### config.mk
export PLATFORM = sky130hd
export DESIGN_NAME = glyph_feature_extractor
export DESIGN_NICKNAME = d
export VERILOG_FILES = /design/src/rtl/glyph_pkg.sv /design/src/rtl/glyph_feature_extractor_rd_tag_pipe.sv /design/src/rtl/glyph_feature_extractor.sv
export SDC_FILE = /design/constraint.sdc
export NUM_CORES = 1
export LEC_CHECK = 0
export BUFFER_PORTS_ARGS = -buffer_cell sky130_fd_sc_hd__clkbuf_2
export CAP_MARGIN = 20
export CELL_PAD_IN_SITES_DETAIL_PLACEMENT = 0
export CELL_PAD_IN_SITES_GLOBAL_PLACEMENT = 1
export CORE_AREA = 2 2 109 111
export CTS_BUF_LIST = sky130_fd_sc_hd__clkbuf_8
export CTS_CLUSTER_DIAMETER = 200
export DETAILED_ROUTE_END_ITERATION = 8
export DIE_AREA = 0 0 111 113
export MAX_ROUTING_LAYER = met4
export PLACE_DENSITY_LB_ADDON = 0.2
export SKIP_LAST_GASP = 1
export SLEW_MARGIN = 25
export SYNTH_ARGS = -nofsm -noshare
export SYNTH_HDL_FRONTEND = slang
export SYNTH_HIERARCHICAL = 1
export SYNTH_SLANG_ARGS = --single-unit
### constraint.sdc
create_clock -name clk -period 8.4 [get_ports clk]
set_input_delay 2.52 -clock clk [delete_from_list [all_inputs] [get_ports clk]]
set_output_delay 2.52 -clock clk [all_outputs]
set_load 0.02 [all_outputs]
### src/rtl/glyph_pkg.sv
// Shared types and constants for the glyph feature extractor.
// Latency: n/a (package only).
// Backpressure: n/a (package only).
package glyph_pkg;

    typedef enum logic [1:0] {
        ST_IDLE,
        ST_SCAN,
        ST_DRAIN,
        ST_DONE
    } state_t;

    localparam logic [7:0] CHAR_BLANK_DEF = 8'h20;
    localparam logic [7:0] CHAR_WIDE_DEF  = 8'h2D;
    localparam logic [7:0] CHAR_TALL_DEF  = 8'h49;
    localparam logic [7:0] CHAR_INK_DEF   = 8'h41;

    // Bits needed to index n items; never narrower than one bit.
    function automatic int coord_w(input int n);
        return (n > 1) ? $clog2(n) : 1;
    endfunction

    // Bits needed to hold a count from 0 to n inclusive.
    function automatic int count_w(input int n);
        return $clog2(n + 1);
    endfunction

endpackage

### src/rtl/glyph_feature_extractor_rd_tag_pipe.sv
// Delay line carrying {valid, x, y} alongside each RAM read so returns arrive tagged.
// Latency: RD_LAT cycles from input to output.
// Backpressure: none; flush kills every in-flight tag synchronously.
module rd_tag_pipe #(
    parameter int RD_LAT = 1,
    parameter int XW     = 5,
    parameter int YW     = 5
) (
    input  logic          clk,
    input  logic          rst,
    input  logic          flush,
    input  logic          in_valid,
    input  logic [XW-1:0] in_x,
    input  logic [YW-1:0] in_y,
    output logic          out_valid,
    output logic [XW-1:0] out_x,
    output logic [YW-1:0] out_y
);

    logic [RD_LAT-1:0] vld_q;
    logic [XW-1:0]     x_q [RD_LAT];
    logic [YW-1:0]     y_q [RD_LAT];

    // Shift tags one stage per cycle; only the valids need clearing to drop stale reads.
    always_ff @(posedge clk) begin
        if (rst || flush) begin
            vld_q <= '0;
        end else begin
            vld_q[0] <= in_valid;
            for (int i = 1; i < RD_LAT; i++) begin
                vld_q[i] <= vld_q[i-1];
            end
        end
        x_q[0] <= in_x;
        y_q[0] <= in_y;
        for (int i = 1; i < RD_LAT; i++) begin
            x_q[i] <= x_q[i-1];
            y_q[i] <= y_q[i-1];
        end
    end

    assign out_valid = vld_q[RD_LAT-1];
    assign out_x     = x_q[RD_LAT-1];
    assign out_y     = y_q[RD_LAT-1];

endmodule

### src/rtl/glyph_feature_extractor.sv
// Scans a WxH 1-bit canvas RAM after end_write, accumulates ink count and bbox, classifies the glyph.
// Latency: result_valid rises N+RD_LAT+1 cycles after the end_write cycle.
// Backpressure: result held stable in DONE until result_ready; end_write anywhere restarts the scan.
module glyph_feature_extractor
    import glyph_pkg::*;
#(
    parameter int         CANVAS_W   = 32,
    parameter int         CANVAS_H   = 32,
    parameter int         RD_LAT     = 1,
    parameter logic [7:0] CHAR_BLANK = CHAR_BLANK_DEF,
    parameter logic [7:0] CHAR_WIDE  = CHAR_WIDE_DEF,
    parameter logic [7:0] CHAR_TALL  = CHAR_TALL_DEF,
    parameter logic [7:0] CHAR_INK   = CHAR_INK_DEF,
    localparam int N  = CANVAS_W * CANVAS_H,
    localparam int AW = coord_w(N),
    localparam int XW = coord_w(CANVAS_W),
    localparam int YW = coord_w(CANVAS_H),
    localparam int CW = count_w(N)
) (
    input  logic          clk,
    input  logic          rst,
    input  logic          end_write,
    output logic          read_enable,
    output logic [AW-1:0] read_addr,
    input  logic          read_in_data,
    output logic          busy,
    output logic          result_valid,
    input  logic          result_ready,
    output logic [7:0]    result_char,
    output logic [CW-1:0] ink_count,
    output logic [XW-1:0] bbox_x0,
    output logic [XW-1:0] bbox_x1,
    output logic [YW-1:0] bbox_y0,
    output logic [YW-1:0] bbox_y1
);

    localparam logic [AW-1:0] ADDR_LAST = AW'(N - 1);
    localparam logic [XW-1:0] X_LAST    = XW'(CANVAS_W - 1);
    localparam logic [YW-1:0] Y_LAST    = YW'(CANVAS_H - 1);
    // Wide enough for a bbox extent (up to 2^max(XW,YW)) doubled.
    localparam int DW = ((XW > YW) ? XW : YW) + 2;

    state_t        state, state_nxt;
    logic          enter_done;
    logic          last_return;
    logic [XW-1:0] scan_x;
    logic [YW-1:0] scan_y;
    logic          tag_vld;
    logic [XW-1:0] tag_x;
    logic [YW-1:0] tag_y;

    logic [CW-1:0] acc_ink, acc_ink_nxt;
    logic [XW-1:0] acc_x0, acc_x0_nxt, acc_x1, acc_x1_nxt;
    logic [YW-1:0] acc_y0, acc_y0_nxt, acc_y1, acc_y1_nxt;
    logic [DW-1:0] box_w, box_h;
    logic [7:0]    class_char;

    rd_tag_pipe #(
        .RD_LAT (RD_LAT),
        .XW     (XW),
        .YW     (YW)
    ) u_tag_pipe (
        .clk       (clk),
        .rst       (rst),
        .flush     (end_write),
        .in_valid  (read_enable),
        .in_x      (scan_x),
        .in_y      (scan_y),
        .out_valid (tag_vld),
        .out_x     (tag_x),
        .out_y     (tag_y)
    );

    // The bottom-right pixel is the last one issued, so its tag marks the end of the drain.
    assign last_return  = tag_vld && (tag_x == X_LAST) && (tag_y == Y_LAST);
    assign busy         = (state == ST_SCAN) || (state == ST_DRAIN);
    assign result_valid = (state == ST_DONE);

    // State register.
    always_ff @(posedge clk) begin
        if (rst) state <= ST_IDLE;
        else     state <= state_nxt;
    end

    // Next-state logic; end_write restarts from any state and outranks the handshake.
    always_comb begin
        state_nxt  = state;
        enter_done = 1'b0;
        case (state)
            ST_IDLE: begin
                if (end_write) state_nxt = ST_SCAN;
            end
            ST_SCAN: begin
                if (end_write)                    state_nxt = ST_SCAN;
                else if (read_addr == ADDR_LAST)  state_nxt = ST_DRAIN;
            end
            ST_DRAIN: begin
                if (end_write) begin
                    state_nxt = ST_SCAN;
                end else if (last_return) begin
                    state_nxt  = ST_DONE;
                    enter_done = 1'b1;
                end
            end
            ST_DONE: begin
                if (end_write)         state_nxt = ST_SCAN;
                else if (result_ready) state_nxt = ST_IDLE;
            end
            default: state_nxt = ST_IDLE;
        endcase
    end

    // Address generator: linear address plus x/y counters so tags need no division.
    always_ff @(posedge clk) begin
        if (rst) begin
            read_enable <= 1'b0;
            read_addr   <= '0;
            scan_x      <= '0;
            scan_y      <= '0;
        end else if (end_write) begin
            read_enable <= 1'b1;
            read_addr   <= '0;
            scan_x      <= '0;
            scan_y      <= '0;
        end else if (state == ST_SCAN) begin
            if (read_addr == ADDR_LAST) begin
                read_enable <= 1'b0;
            end else begin
                read_addr <= read_addr + AW'(1);
                if (scan_x == X_LAST) begin
                    scan_x <= '0;
                    scan_y <= scan_y + YW'(1);
                end else begin
                    scan_x <= scan_x + XW'(1);
                end
            end
        end
    end

    // Fold a returning ink pixel into count and bbox; the first ink pixel seeds the box.
    always_comb begin
        acc_ink_nxt = acc_ink;
        acc_x0_nxt  = acc_x0;
        acc_x1_nxt  = acc_x1;
        acc_y0_nxt  = acc_y0;
        acc_y1_nxt  = acc_y1;
        if (tag_vld && read_in_data) begin
            acc_ink_nxt = acc_ink + CW'(1);
            if (acc_ink == '0) begin
                acc_x0_nxt = tag_x;
                acc_x1_nxt = tag_x;
                acc_y0_nxt = tag_y;
                acc_y1_nxt = tag_y;
            end else begin
                if (tag_x < acc_x0) acc_x0_nxt = tag_x;
                if (tag_x > acc_x1) acc_x1_nxt = tag_x;
                if (tag_y < acc_y0) acc_y0_nxt = tag_y;
                if (tag_y > acc_y1) acc_y1_nxt = tag_y;
            end
        end
    end

    // Accumulators restart on every end_write so an aborted scan leaves no trace.
    always_ff @(posedge clk) begin
        if (rst || end_write) begin
            acc_ink <= '0;
            acc_x0  <= '0;
            acc_x1  <= '0;
            acc_y0  <= '0;
            acc_y1  <= '0;
        end else begin
            acc_ink <= acc_ink_nxt;
            acc_x0  <= acc_x0_nxt;
            acc_x1  <= acc_x1_nxt;
            acc_y0  <= acc_y0_nxt;
            acc_y1  <= acc_y1_nxt;
        end
    end

    // Classify from the post-update values so the final pixel is included.
    always_comb begin
        box_w = DW'(acc_x1_nxt) - DW'(acc_x0_nxt) + DW'(1);
        box_h = DW'(acc_y1_nxt) - DW'(acc_y0_nxt) + DW'(1);
        if (acc_ink_nxt == '0)       class_char = CHAR_BLANK;
        else if (box_w >= (box_h << 1)) class_char = CHAR_WIDE;
        else if (box_h >= (box_w << 1)) class_char = CHAR_TALL;
        else                         class_char = CHAR_INK;
    end

    // Result registers load on entry to DONE and otherwise hold.
    always_ff @(posedge clk) begin
        if (rst) begin
            result_char <= CHAR_BLANK;
            ink_count   <= '0;
            bbox_x0     <= '0;
            bbox_x1     <= '0;
            bbox_y0     <= '0;
            bbox_y1     <= '0;
        end else if (enter_done) begin
            result_char <= class_char;
            ink_count   <= acc_ink_nxt;
            bbox_x0     <= acc_x0_nxt;
            bbox_x1     <= acc_x1_nxt;
            bbox_y0     <= acc_y0_nxt;
            bbox_y1     <= acc_y1_nxt;
        end
    end

endmodule

==> metrics.txt, run 1 <==
status completed; hold_buf cts 0; slew margin rel. 52.8%; Initial Util 48.0%; Chip Width 111 um; Sum Neg Setup Slack 0 ps; max_cap viols 0; hold depth 0; Slowest cell on crit path fa_1; worst r2r path cells 21; first-pass GRT wire length 20.2 mm; Clk pin slew, worst setup/hold paths 100 ps; ant diodes 0; fin crit share 72.2%; placed insts 783; critical path depth 18; Cell Area, Synth 5410 um^2; Die ar. 12,500 um^2; Post CTS Setup Buffer Count 0; vias 4,232; Port Buf Inserts 53; Vias/cell 5.30; Yosys reg bits 101; final setup fails 0; Post-synth EDFFs 0; Post-Layout Cell Count 799; pwr/cell area 142 nW/um^2; family with the most delay on the worst path simple AND/OR/NAND/NOR gates; final WL 12.2 mm; vias in the first global route 4,045; Clock Skew 11.2 ps; crit path time final 6070 ps; FF/Latch Area 2020 um^2; CP max FO 8; DR pass1 iterations 4; GPL Wtd Cong 0.909; Worst setup EP type register; critical setup path kind input pin to register; largest net degree at the start of global routing 53; GRT Residual Overflow 0; drt initial violations 217; I/O pins 57; Post-Synthesis Mean Instance Area 8.87 um^2; Fin. Hold Viols 0; gr usage total 20.8%; Multi-input gate area 3090 um^2; Yosys warnings 6; critical path buffer and inverter count 2; fraction of layout cells with a size suffix above 1 14.2%; Worst Path Required 8690 ps; f_max 0.165 GHz; Pins Over Slew Limit 0; initial antenna violation count 0; CP arrival 6360 ps; Slew @ Worst Pin 708 ps; Post-synth ARST share 0%; Max VDD drop 133 uV; Core Box Area 11,300 um^2; Clock Path Buffers 2; Post-CTS Resized 0; crit-path max cell delay 430 ps; Placed Area 5750 um^2; cell count after synthesis 610; Synth cell types 59; Pleak 2.53 nW; CTS tree yes; hpwl dp 9.08 mm; Clock Root Buffer clkbuf_8; H-tree Lvls 3; CTS Buf Count 9; Seq/Total Area, Yosys 37.4%; unrepaired setup endpoints after global routing false; worst-path cell chain clkbuf_2, nand2_1, nor2_1, o21ai_1, mux2_2, ha_1, fa_1, inv_1, a21o_1, a21oi_1, xnor2_1, nand3_1, xnor2_1, ha_1, nor4_1, a31o_2, nand3_2, o31a_2; height of the die 113 um; worst-skew pair later-pin latency 390 ps; startpoint types input pin; post-route ant nets 0; # fillers 1,069; row count 39; Util after Layout 52.8%; Hold WC Path Type register to register; CTS Sinks 101; Reg2Reg Setup Slack 3600 ps; Finished Cell Area 5950 um^2; top_reg_cell synth dfxtp_1; P&R area growth vs syn 10.0%; residual DRC count 0; fin nets 711; Routed WL per cell 15.2 um
-- where the power goes --
group	internal [mW]	switching (mW)	total, mW
registers	0.481	0.00277	0.483
clock network	0.141	0.184	0.324
logic	0.0116	0.0233	0.0349
total	0.633	0.210	0.843
-- cells in the final DEF (no fill, tap or decap), drive strengths merged, types with 4 or more instances in the layout --
cell,instances
a21oi,38
and3,9
clkbuf,62
nand4,12
nand2,28
ha,53
nor3,21
nand2b,4
o21bai,11
mux2i,14
mux2,8
o21ai,13
a31oi,5
a211oi,14
nand3,19
nor2,81
xnor2,19
a21o,11
nor2b,6
and4,4
xor2,26
dfxtp,101
inv,49
-- worst paths after layout --
check / end / startpoint
setup / recovery: result_char[5]$_SDFFE_PP1P_ / read_in_data
hold / removal: u_tag_pipe/y_q[0][4]$_DFF_P_ / scan_y[4]$_SDFFE_PP0P_
setup reg to reg: result_char[5]$_SDFFE_PP1P_ / acc_ink[0]$_SDFF_PP0_
hold reg to reg: u_tag_pipe/y_q[0][4]$_DFF_P_ / scan_y[4]$_SDFFE_PP0P_
-- registers in the layout, indices dropped and copies added (netlist names), 2 cells and up --
| name | cells |
|---|---|
| acc_x0 | 5 |
| bbox_y0 | 5 |
| acc_y0 | 5 |
| state | 2 |
| scan_y | 5 |
| bbox_x0 | 5 |
| read_addr | 10 |
| scan_x | 5 |
| acc_y1 | 5 |
| acc_ink | 11 |
| result_char | 5 |
| ink_count | 11 |
| bbox_x1 | 5 |
| acc_x1 | 5 |
| bbox_y1 | 5 |
| u_tag_pipe/y_q | 5 |
| u_tag_pipe/x_q | 5 |
-- kinds of logic after synthesis --
family | count (synthesis) | synth area share (%)
buffers and inverters | 74 | 5.76
muxes | 22 | 4.26
DFF | 101 | 37.4
AOI/OAI and AO/OA | 109 | 13.1
and+or+nand+nor | 203 | 19.1
other | 1 | 0.0693
xor gates and xnor gates | 45 | 7.29
adders and majority gates | 55 | 13.0
-- cell usage after synthesis (all sizes together) (2+ instances only) --
library cell / n / area share, %
or4: 3 / 0.42
nor2: 81 / 5.6
a21o: 11 / 1.5
nand3: 19 / 1.9
o21bai: 11 / 1.5
or3: 3 / 0.35
mux2i: 14 / 2.6
fa: 2 / 0.74
a211oi: 14 / 1.9
xnor2: 19 / 3.1
o31a: 2 / 0.35
and3: 9 / 1.1
buf: 9 / 1.2
nand2: 28 / 1.9
ha: 53 / 12
clkbuf: 19 / 1.3
o211a: 3 / 0.56
nand2b: 4 / 0.46
and2b: 2 / 0.28
and4: 4 / 0.65
and2: 2 / 0.23
mux2: 8 / 1.7
inv: 46 / 3.2
a311oi: 2 / 0.32
nor4: 2 / 0.51
dfxtp: 101 / 37
nor2b: 6 / 0.69
nand4: 12 / 1.4
nor3: 21 / 2.2
a21oi: 38 / 3.6
or2: 2 / 0.23
a31oi: 5 / 0.58
o21ai: 13 / 1.2
xor2: 26 / 4.2
a21boi: 2 / 0.28
-- final cells by class --
class	instances	area share (%)
clock buffer	9	2.08
tap	143	3.01
timing repair buffer	56	4.84
multi-input combinational	437	51.9
inverter	46	2.90
clock inverter	7	1.32
sequential	101	34.0
-- metal layers --
metal / part of all wire, % / GRT usage [%]
met4: 1.8 / 7.42
met3: 4.5 / 4.50
met2: 46 / 34.0
met5: 0 / -
met1: 47 / 25.4
-- stage by stage --
stage	hold slack, ps	power, mW	setup slack, ps
after floorplan	349	0.521	2530
after global placement	357	0.529	2090
after detailed placement	363	0.530	1970
after CTS	378	0.855	2370
after global routing	380	0.878	2130
final	374	0.843	2330
(Power assumes the default switching activity.)
==> run 2, diff against run 1 <==
Settings changed: CORE_AREA 2 2 109 111 to 2 2 111 113, DIE_AREA 0 0 111 113 to 0 0 113 115.
Clock period 8.4 ns to 6.1 ns, I/O delays scaled along.
==> run 2 against run 1 <==
  * The flow now finishes with violations (DRC)
  * Clock-buffer cell count is 4 higher
  * Core utilization shrank 2.0 points
  * Hold slack better by 4.8 ps
  * Critical endpoint unchanged
==> metrics.txt, run 2 (synthesized netlist as in run 1, its figures left out) <==
Worst Path Required 6370 ps (was 8690 ps); Seq pwr share 54.5% (was 57.4%); startpoint types input pin (unchanged); status finished, violations left (was completed); row count 40 (was 39); first-pass GRT wire length 20.4 mm (was 20.2 mm); f_max 0.191 GHz; worst-skew pair later-pin latency 380 ps (was 390 ps); Initial Util 45.8% (was 48.0%); final WL 12.3 mm (was 12.2 mm); ant diodes 0 (unchanged); fin crit share 85.9%; Chip Width 113 um (was 111 um); Post CTS Setup Buffer Count 0 (unchanged); Core Box Area 11,800 um^2 (was 11,300 um^2); critical setup path kind input pin to register (unchanged); GPL Wtd Cong 0.875 (was 0.909); Max VDD drop 99.9 uV (was 133 uV); GRT Residual Overflow 0 (unchanged); residual DRC count 6 (was 0); Hold WC Path Type register to register (unchanged); Setup WS post-layout 862 ps (was 2330 ps); gr usage total 20.4% (was 20.8%); unrepaired setup endpoints after global routing false (unchanged); post-route ant nets 0 (unchanged); most common cell after layout, fill and taps aside dfxtp_1 (unchanged); CTS Buf Count 9 (unchanged); Sum Neg Setup Slack 0 ps (unchanged); fraction of layout cells with a size suffix above 1 14.3% (was 14.2%); max_cap viols 0 (unchanged); initial antenna violation count 0 (unchanged); P&R area growth vs syn 11.0% (was 10.0%); commonest cells after routing, fill and taps aside dfxtp_1 (101), nor2_1 (80), ha_1 (53), clkbuf_2 (53), inv_1 (46) (unchanged); Routed WL per cell 15.3 um (was 15.2 um); failing checks DRC; largest net degree at the start of global routing 53 (unchanged); Port Buf Inserts 53 (unchanged); crit path time final 5240 ps; hpwl dp 9.36 mm (was 9.08 mm); Post-CTS Resized 0 (unchanged); CTS tree yes (unchanged); Clk pin slew, worst setup/hold paths 90 ps (was 100 ps); CP arrival 5510 ps (was 6360 ps); Clock Root Buffer clkbuf_8 (unchanged); hold_buf cts 0 (unchanged); CP max FO 8 (unchanged); CTS Sinks 101 (unchanged); internal power 953 uW (was 633 uW); I/O pins 57 (unchanged); vias 4,264 (was 4,232); slew margin rel. 51.4% (was 52.8%); Clock Skew 14.1 ps (was 11.2 ps); vias in the first global route 4,218 (was 4,045); Clock Power Share 41.6% (was 38.5%); Pins Over Slew Limit 0 (unchanged); drt initial violations 231 (was 217); dpl ws 423 ps (was 1970 ps); Slew @ Worst Pin 729 ps (was 708 ps); Largest regs acc_ink x11, ink_count x11, read_addr x10 (unchanged); Die ar. 13,000 um^2 (was 12,500 um^2); height of the die 115 um (was 113 um); fin nets 712 (was 711); H-tree Lvls 3 (unchanged); final setup fails 0 (unchanged); DR pass1 iterations 6 (was 4); Worst setup EP type register (unchanged); # fillers 1,143 (was 1,069); sw frac 22.0% (was 24.9%); combinational share of power 4.0% (was 4.1%); pwr/cell area 204 nW/um^2 (was 142 nW/um^2); Clock Path Buffers 2 (unchanged); Sw Pwr 269 uW (was 210 uW); Fin. Hold Viols 0 (unchanged); Vias/cell 5.30 (about the same); Pleak 2.56 nW (was 2.53 nW)
## run 2: changes by cell type in the layout (fill, tap and decap cells not counted)
cell,previous run,this run
clkinvlp_4,3,0
buf_4,3,4
inv_6,3,0
clkinv_2,0,1
clkbuf_8,9,13
bufinv_16,1,2
## run 2: path summary, 6_finish.rpt
kind / start / to / slack, ps / depth (start not counted)
setup / recovery: read_in_data / result_char[5]$_SDFFE_PP1P_ / 860 / 18
hold reg to reg: scan_y[4]$_SDFFE_PP0P_ / u_tag_pipe/y_q[0][4]$_DFF_P_ / 380 / 0
setup reg to reg: acc_ink[0]$_SDFF_PP0_ / result_char[5]$_SDFFE_PP1P_ / 1360 / 21
hold / removal: scan_y[4]$_SDFFE_PP0P_ / u_tag_pipe/y_q[0][4]$_DFF_P_ / 380 / 0
## run 2: cell type report
cell class / count / area, um^2 / share of cell area, %
Multi-Input combinational cell: 437 / 3090 / 51.4
Tap cell: 147 / 184 / 3.06
Inverter: 46 / 173 / 2.88
Timing Repair Buffer: 57 / 295 / 4.92
Clock buffer: 13 / 179 / 2.98
Sequential cell: 101 / 2020 / 33.7
Clock inverter: 3 / 65.1 / 1.08
## run 2: through the flow
| stage | utilization [%] | std cells | power [mW] | instance area [um^2] | hold WS, ps |
|---|---|---|---|---|---|
| finish | 50.8 | 804 | 1.22 | 6000 | 379 |
| global route | 50.8 | 804 | 1.26 | 6000 | 391 |
| CTS | 50.8 | 804 | 1.23 | 6000 | 376 |
| detailed placement | 48.8 | 788 | 0.730 | 5760 | 358 |
| global placement | 48.8 | 788 | 0.729 | 5760 | 361 |
| floorplan | - | 612 | 0.718 | 5420 | 349 |
## run 2: worst max-delay path: stages
cell and delay, ps:
clkbuf_2 130, nand2_1 350, nor2_1 110, o21ai_1 300, mux2i_1 420, ha_1 290, a21o_1 160, a21o_1 190
xor2_1 280, and3_1 250, xor2_1 170, ha_1 250, o21ai_0 170, nand2b_1 70, a21oi_1 140, a31o_2 160
nand3_2 90, o31a_2 130
## run 2: layer usage
metal	vias up	global-route usage, %	wire length, um
li1	2180	-	-
met2	76	34.2	5750
met4	0	7.97	246
met3	19	3.22	448
met1	1989	24.7	5820
met5	-	-	0
## run 2: power by group through the flow
stage / clock [mW] / sequential [mW] / combinational, mW
2_1_floorplan: 0 / 0.681 / 0.0372
3_3_place_gp: 0 / 0.681 / 0.0476
3_5_place_dp: 0 / 0.681 / 0.0486
4_1_cts: 0.519 / 0.666 / 0.0487
5_1_grt: 0.542 / 0.666 / 0.0546
6_report: 0.508 / 0.666 / 0.0484
